File: config.mk
export PLATFORM = sky130hd
export DESIGN_NAME = serial_nibble_loader
export DESIGN_NICKNAME = d
export VERILOG_FILES = /design/src/rtl/serial_nibble_loader.sv
export SDC_FILE = /design/constraint.sdc
export NUM_CORES = 1
export LEC_CHECK = 0
export ABC_AREA = 1
export CAP_MARGIN = 20
export CORE_UTILIZATION = 51
export CTS_CLUSTER_SIZE = 30
export DETAILED_ROUTE_END_ITERATION = 10
export GPL_TIMING_DRIVEN = 0
export PLACE_DENSITY = 0.91
export SLEW_MARGIN = 25
export SYNTH_ARGS = -nofsm -noshare
export SYNTH_HDL_FRONTEND = slang
export SYNTH_SLANG_ARGS = --single-unit
File: constraint.sdc
create_clock -name clk -period 3 [get_ports clk]
set_input_delay 0.6 -clock clk [delete_from_list [all_inputs] [get_ports clk]]
set_output_delay 0.6 -clock clk [all_outputs]
set_load 0.02 [all_outputs]
File: src/rtl/serial_nibble_loader.sv
// Serial-to-parallel operand loader: assembles WIDTH serial bits into a word for the
// shifter D input, holding each word until the consumer takes it.
module serial_nibble_loader #(
   parameter int WIDTH     = 4,
   parameter int MSB_FIRST = 1
) (
   input  logic             clk,
   input  logic             rst,
   input  logic             bit_in,
   input  logic             bit_valid,
   input  logic             sof,
   output logic             bit_ready,
   output logic [WIDTH-1:0] d_out,
   output logic             d_valid,
   input  logic             d_ready,
   output logic             resync_err,
   output logic [7:0]       word_cnt
);

   localparam int CNT_W = $clog2(WIDTH);
   localparam logic [CNT_W-1:0] CNT_LAST = CNT_W'(WIDTH - 1);
   localparam logic [CNT_W-1:0] CNT_ONE  = CNT_W'(1);

   typedef enum logic {COLLECT = 1'b0, HOLD = 1'b1} state_t;

   state_t           state_q, state_d;
   logic [CNT_W-1:0] cnt_q, cnt_d;
   logic [WIDTH-1:0] sr_q, sr_d;
   logic [WIDTH-1:0] dout_q, dout_d;
   logic             err_q, err_d;
   logic [7:0]       wcnt_q, wcnt_d;

   logic             accept;
   logic             xfer;

   function automatic logic [WIDTH-1:0] shift_in(input logic [WIDTH-1:0] sr,
                                                 input logic b);
      if (MSB_FIRST != 0) return {sr[WIDTH-2:0], b};
      else                return {b, sr[WIDTH-1:1]};
   endfunction

   always_ff @(posedge clk) begin
      if (rst) begin
         state_q <= COLLECT;
         cnt_q   <= '0;
         sr_q    <= '0;
         dout_q  <= '0;
         err_q   <= 1'b0;
         wcnt_q  <= '0;
      end else begin
         state_q <= state_d;
         cnt_q   <= cnt_d;
         sr_q    <= sr_d;
         dout_q  <= dout_d;
         err_q   <= err_d;
         wcnt_q  <= wcnt_d;
      end
   end

   assign accept = bit_valid && bit_ready;
   assign xfer   = (state_q == HOLD) && d_ready;

   always_comb begin
      state_d = state_q;
      cnt_d   = cnt_q;
      sr_d    = sr_q;
      dout_d  = dout_q;
      err_d   = 1'b0;
      wcnt_d  = wcnt_q;
      case (state_q)
         COLLECT: begin
            if (accept) begin
               if (sof) begin
                  // sof always restarts the word; a partial word being dropped is an error
                  sr_d  = shift_in('0, bit_in);
                  cnt_d = CNT_ONE;
                  err_d = (cnt_q != '0);
               end else if (cnt_q == CNT_LAST) begin
                  sr_d    = shift_in(sr_q, bit_in);
                  dout_d  = shift_in(sr_q, bit_in);
                  cnt_d   = '0;
                  state_d = HOLD;
               end else begin
                  sr_d  = shift_in(sr_q, bit_in);
                  cnt_d = cnt_q + 1'b1;
               end
            end
         end
         HOLD: begin
            if (xfer) begin
               wcnt_d  = wcnt_q + 8'd1;
               state_d = COLLECT;
               // a bit arriving with the transfer starts the next word without a bubble
               if (accept) begin
                  sr_d  = shift_in('0, bit_in);
                  cnt_d = CNT_ONE;
               end
            end
         end
         default: state_d = COLLECT;
      endcase
   end

   always_comb begin
      bit_ready = 1'b1;
      d_valid   = 1'b0;
      if (state_q == HOLD) begin
         bit_ready = d_ready;
         d_valid   = 1'b1;
      end
   end

   assign d_out      = dout_q;
   assign resync_err = err_q;
   assign word_cnt   = wcnt_q;

endmodule
==> impl_metrics.json, run 1 <==
{
  "status": "finished with violations",
  "violations": "design-rule violations",
  "post_dp_cell_area_um2": 1100,
  "worst_pin_slew_ns": 0.225,
  "cts_hold_buf": 0,
  "timing.final.crit_share_pct": 86.3,
  "final.min_clock_period_ns": 2.59,
  "cts-root-buf": "clkbuf_4",
  "synthTopCellsByArea": "dfxtp_1, nand2_1, nor2_1, inv_1, a21oi_1",
  "wl_met1_um": 758,
  "critical_path_class": "in2out",
  "yosysWarningCount": 0,
  "grt-ovfl-total": 0,
  "cp_max_fo": 3,
  "avgSynthCellArea_um2": 7.44,
  "timing.final.ws_setup_ns": 0.410,
  "clock_latency_ns": 0.29,
  "synthCells": 119,
  "h-tree-depth": 1,
  "start_kind": "primary input",
  "io_buffers": 19,
  "met2_length_um": 784,
  "synthDistinctLibCells": 20,
  "dr.pass1.iters": 7,
  "start_util_pct": 56.8,
  "fillers": 117,
  "syn-num-nets": 128,
  "gp_congestion": 0.847,
  "drv_cap": 0,
  "cts_buffers": 3,
  "met3WireLength_um": 91,
  "dpl.hpwl_um": 1230,
  "grt_pass1_wl_um": 2860,
  "worst_ep_required_time_ns": 2.40,
  "power_per_cell_area_nw_per_um2": 371,
  "register_area_um2": 380,
  "grt_usage_pct": 20.3,
  "setup-violations-final": 0,
  "die_y_um": 43.7,
  "hold_viol": 0,
  "drc": 1,
  "rows": 14,
  "core_um2": 1560,
  "p_leak_nw": 0.475,
  "max_freq_mhz": 386,
  "final_net_count": 152,
  "wl_per_cell_um": 10.5,
  "hold_class": "reg2reg",
  "multi_input_area_um2": 428,
  "grt_max_degree": 12,
  "n_antenna_cell": 0,
  "ir_drop_mv": 0.236,
  "numClockSinks": 19,
  "cp.arrival_ns": 1.99,
  "rsz0062_at_grt": "false",
  "ios": 21,
  "routed_wl_um": 1670,
  "maxSlewHeadroom_pct": 84.9,
  "syn_area_um2": 886,
  "holdWs_ns": 0.477,
  "num_vias": 827,
  "clock_path_buffers": 2,
  "place_worst_setup_slack_ns": 0.420,
  "antenna_found_initial": 0,
  "final_cell_mix": "nand2_1, nor2_1, dfxtp_1, clkdlybuf4s50_1, inv_1",
  "via_per_inst": 5.23,
  "dr.first_iter.drc_count": 23,
  "final_common_cell": "nand2_1",
  "fin_skew_ns": 0.00231,
  "end_kind": "primary output",
  "cts.clk_slew.worst_paths_ns": 0.11,
  "yosys.area.top_type": "dfxtp_1",
  "cts_setup_buffers": 0,
  "top_layer": "met4",
  "area_growth_pct": 26.8,
  "seq_area_frac_synth_pct": 42.9,
  "yosys.area.top_type_share_pct": 42.9,
  "power_w": 0.000416,
  "die_w_um": 43.7,
  "stdcell_area_um2": 1120,
  "synth-seq-cells": 19,
  "drive_gt1_share_pct": 7.75,
  "ant_nets": 0,
  "grt_pass1_vias": 687,
  "die-area_um2": 1910,
  "cts-resized-gates": 0,
  "slew_viol_final": 0,
  "cts_tree": "done",
  "tns_ns": 0
}
[critical path, cell delays in order]
cell	delay [ns]
clkdlybuf4s50_1	0.54
inv_1	0.11
nand2_1	0.12
clkdlybuf4s50_1	0.61
[cells in the mapped netlist]
library cell	count
dfxtp_1	19
nand4_1	2
o21ai_0	3
o21a_1	1
nor2_1	21
xor2_1	1
o21ai_1	1
a21boi_4	1
buf_2	2
nand4_4	1
a21oi_1	10
nand2_4	1
nor3_1	2
nand3_1	7
ha_1	3
nand3b_1	1
nor2_4	1
inv_1	15
nand2_1	26
buf_6	1
[stage by stage]
step           cells  util (%)
2_1_floorplan    119         -
3_3_place_gp     154      70.3
3_5_place_dp     154      70.3
4_1_cts          158      72.1
5_1_grt          158      72.1
6_report         158      72.1
[layout make-up]
cell class                 count  area share (%)
tap                           16            1.78
sequential                    19            33.9
clock buffer                   3            2.00
buffer                         3            1.89
clock inverter                 1           0.445
inverter                      15            5.01
timing repair buffer          19            16.9
multi-input combinational     82            38.1
[metal layers]
layer | vias to the layer above | global-route usage [%]
met5 | - | 0
met4 | 0 | 9.38
met3 | 4 | 3.75
met2 | 26 | 31.6
met1 | 371 | 27.1
li1 | 426 | -
[cells by family (layout without fill, tap and decap cells)]
| logic type | Yosys count | count (layout) | synth area share [%] |
|---|---|---|---|
| xor+xnor | 1 | 1 | 0.989 |
| compound gates | 16 | 16 | 10.9 |
| fa+ha+maj | 3 | 3 | 4.24 |
| simple gates | 62 | 62 | 32.2 |
| buf+inv | 18 | 41 | 8.76 |
| flops | 19 | 19 | 42.9 |
[where the power goes]
group	leakage [nW]	switching [W]	internal [W]	total, W
sequential	0.154	0.00000233	0.000256	0.000258
clock	0.0177	0.0000776	0.0000495	0.000127
combinational	0.303	0.0000176	0.0000136	0.0000313
[flip-flops by register name (all words and copies together), names as in the netlist]
register / flops
cnt_q: 2
sr_q: 3
state_q: 1
word_cnt: 8
d_out: 4
resync_err: 1
[path summary, 6_finish.rpt]
check / from / to / slack, ns / cells past startpoint
setup / recovery: d_ready / bit_ready / 0.41 / 4
hold / removal: d_out[1] / d_out[1] / 0.48 / 2
hold reg to reg: d_out[1] / d_out[1] / 0.48 / 2
setup reg to reg: state_q / word_cnt[5] / 1.87 / 6
Note: power is estimated with default switching activity, not from simulation.
==> run 2, diff against run 1 <==
--- a/config.mk
+++ b/config.mk
@@ -12,7 +12,6 @@
 export DETAILED_ROUTE_END_ITERATION = 10
 export GPL_TIMING_DRIVEN = 0
 export PLACE_DENSITY = 0.91
-export SLEW_MARGIN = 25
 export SYNTH_ARGS = -nofsm -noshare
 export SYNTH_HDL_FRONTEND = slang
 export SYNTH_SLANG_ARGS = --single-unit
==> results of run 2 <==
The final DEF is identical to that of run 1; final timing and power are the same.
==> run 3, diff against run 2 <==
--- a/config.mk
+++ b/config.mk
@@ -7,11 +7,12 @@
 export LEC_CHECK = 0
 export ABC_AREA = 1
 export CAP_MARGIN = 20
-export CORE_UTILIZATION = 51
+export CORE_UTILIZATION = 55
 export CTS_CLUSTER_SIZE = 30
 export DETAILED_ROUTE_END_ITERATION = 10
+export DONT_BUFFER_PORTS = 1
 export GPL_TIMING_DRIVEN = 0
-export PLACE_DENSITY = 0.91
+export PLACE_DENSITY = 0.79
 export SYNTH_ARGS = -nofsm -noshare
 export SYNTH_HDL_FRONTEND = slang
 export SYNTH_SLANG_ARGS = --single-unit
==> run 3 against run 2 <==
Effect of this change: the flow now finishes without violations; sequential power hardly changed; highest routed layer unchanged; core utilization shrank 10 points; clock skew grew 0.0039 ns; routed wire length is 7.9% lower; hold slack got worse by 0.036 ns.
==> impl_metrics.json, run 3 (same netlist as run 1, synthesis figures left out) <==
{
  "status": "finished clean",
  "numClockSinks": 19,
  "cts_hold_buf": 0,
  "grt_max_degree": 12,
  "antenna_found_initial": 0,
  "h-tree-depth": 1,
  "worst_ep_required_time_ns": 2.40,
  "fillers": 142,
  "core_um2": 1510,
  "tns_ns": 0,
  "cts.clk_slew.worst_paths_ns": 0.10,
  "drive_gt1_share_pct": 8.94,
  "cts-root-buf": "clkbuf_4",
  "die-area_um2": 1770,
  "grt_usage_pct": 20.3,
  "end_kind": "primary output",
  "clock_latency_ns": 0.29,
  "wl_per_cell_um": 11.0,
  "power_per_cell_area_nw_per_um2": 436,
  "die_y_um": 42.1,
  "dpl.cell_count": 135,
  "fin_skew_ns": 0.00617,
  "critical_path.slowest_cell": "dfxtp_1",
  "maxSlewHeadroom_pct": 78.1,
  "final.min_clock_period_ns": 1.74,
  "ant_nets": 0,
  "grt_pass1_vias": 676,
  "holdWs_ns": 0.442,
  "hold_viol": 0,
  "grt_pass1_wl_um": 2840,
  "cp_max_fo": 8,
  "instances_no_fill": 139,
  "start_util_pct": 58.8,
  "cts_buffers": 3,
  "cp.arrival_ns": 1.14,
  "slew_viol_final": 0,
  "dr.first_iter.drc_count": 6,
  "final_cell_mix": "nand2_1, nor2_1, dfxtp_1, inv_1, a21oi_1",
  "drv_cap": 0,
  "timing.final.crit_share_pct": 57.9,
  "cts_tree": "done",
  "cts_setup_buffers": 0,
  "cp_slowest_stage_delay_ns": 0.47,
  "cts-resized-gates": 0,
  "ir_drop_mv": 0.301,
  "via_per_inst": 5.25,
  "rsz0062_at_grt": "false",
  "power_w": 0.000407,
  "rows": 14,
  "final_common_cell": "nand2_1",
  "dr.pass1.iters": 4,
  "drc": 0,
  "largest_reg_flops": 8,
  "gp_congestion": 0.836,
  "ios": 21,
  "start_kind": "flop",
  "p_leak_nw": 0.407,
  "hold_class": "in2reg",
  "worst_pin_slew_ns": 0.328,
  "final_core_util_pct": 62.0,
  "crit_chain": "buf_6, nand2_1",
  "die_w_um": 42.1,
  "num_vias": 730,
  "grt-ovfl-total": 0,
  "dpl.hpwl_um": 1160,
  "clock_path_buffers": 2,
  "routed_wl_um": 1530,
  "max_freq_mhz": 575,
  "setup-violations-final": 0,
  "n_antenna_cell": 0,
  "io_buffers": 0,
  "area_growth_pct": 5.37,
  "critical_path_class": "reg2out",
  "final_net_count": 133
}
==> run 3: power breakdown <==
| part | internal [W] | leakage, nW | switching (W) | total [W] |
|---|---|---|---|---|
| Combinational | 0.00000816 | 0.236 | 0.0000134 | 0.0000216 |
| Clock | 0.0000495 | 0.0177 | 0.0000776 | 0.000127 |
| Sequential | 0.000256 | 0.154 | 0.00000300 | 0.000259 |
==> run 3: worst paths after layout <==
path,to,start,depth (start not counted),slack [ns]
max,bit_ready,state_q,2,1.26
min,resync_err,sof,2,0.44
max reg2reg,cnt_q[1],state_q,5,1.67
min reg2reg,sr_q[2],sr_q[2],2,0.47
==> run 3: per-layer routing <==
metal	GRT usage, %	vias to the layer above	routed length (um)
li1	-	385	-
met1	25.3	327	674
met2	33.4	16	767
met3	4.31	2	82
met4	9.38	0	10
met5	0	-	0
==> run 3: critical path, delay by kind of cell, from the launching register on <==
kind                   cells  cell delay [ns]
buffers and inverters      1             0.19
DFF                        1             0.47
and+or+nand+nor            1             0.19
==> run 3: cell type report <==
class                      instances  area, um2  share of cell area [%]
buffer                             3       21.3                    2.28
clock buffer                       3       22.5                    2.41
tap                               16       20.0                    2.14
sequential                        19        380                    40.8
clock inverter                     1       5.00                   0.536
inverter                          15       56.3                    6.03
multi-input combinational         82        428                    45.8
==> run 3: per-stage QoR <==
step                      area [um2]  setup slack (ns)
after floorplan                  886              1.55
after global placement           906              1.52
after detailed placement         906              1.51
after CTS                        933              1.24
after global routing             933              1.20
final                            933              1.26
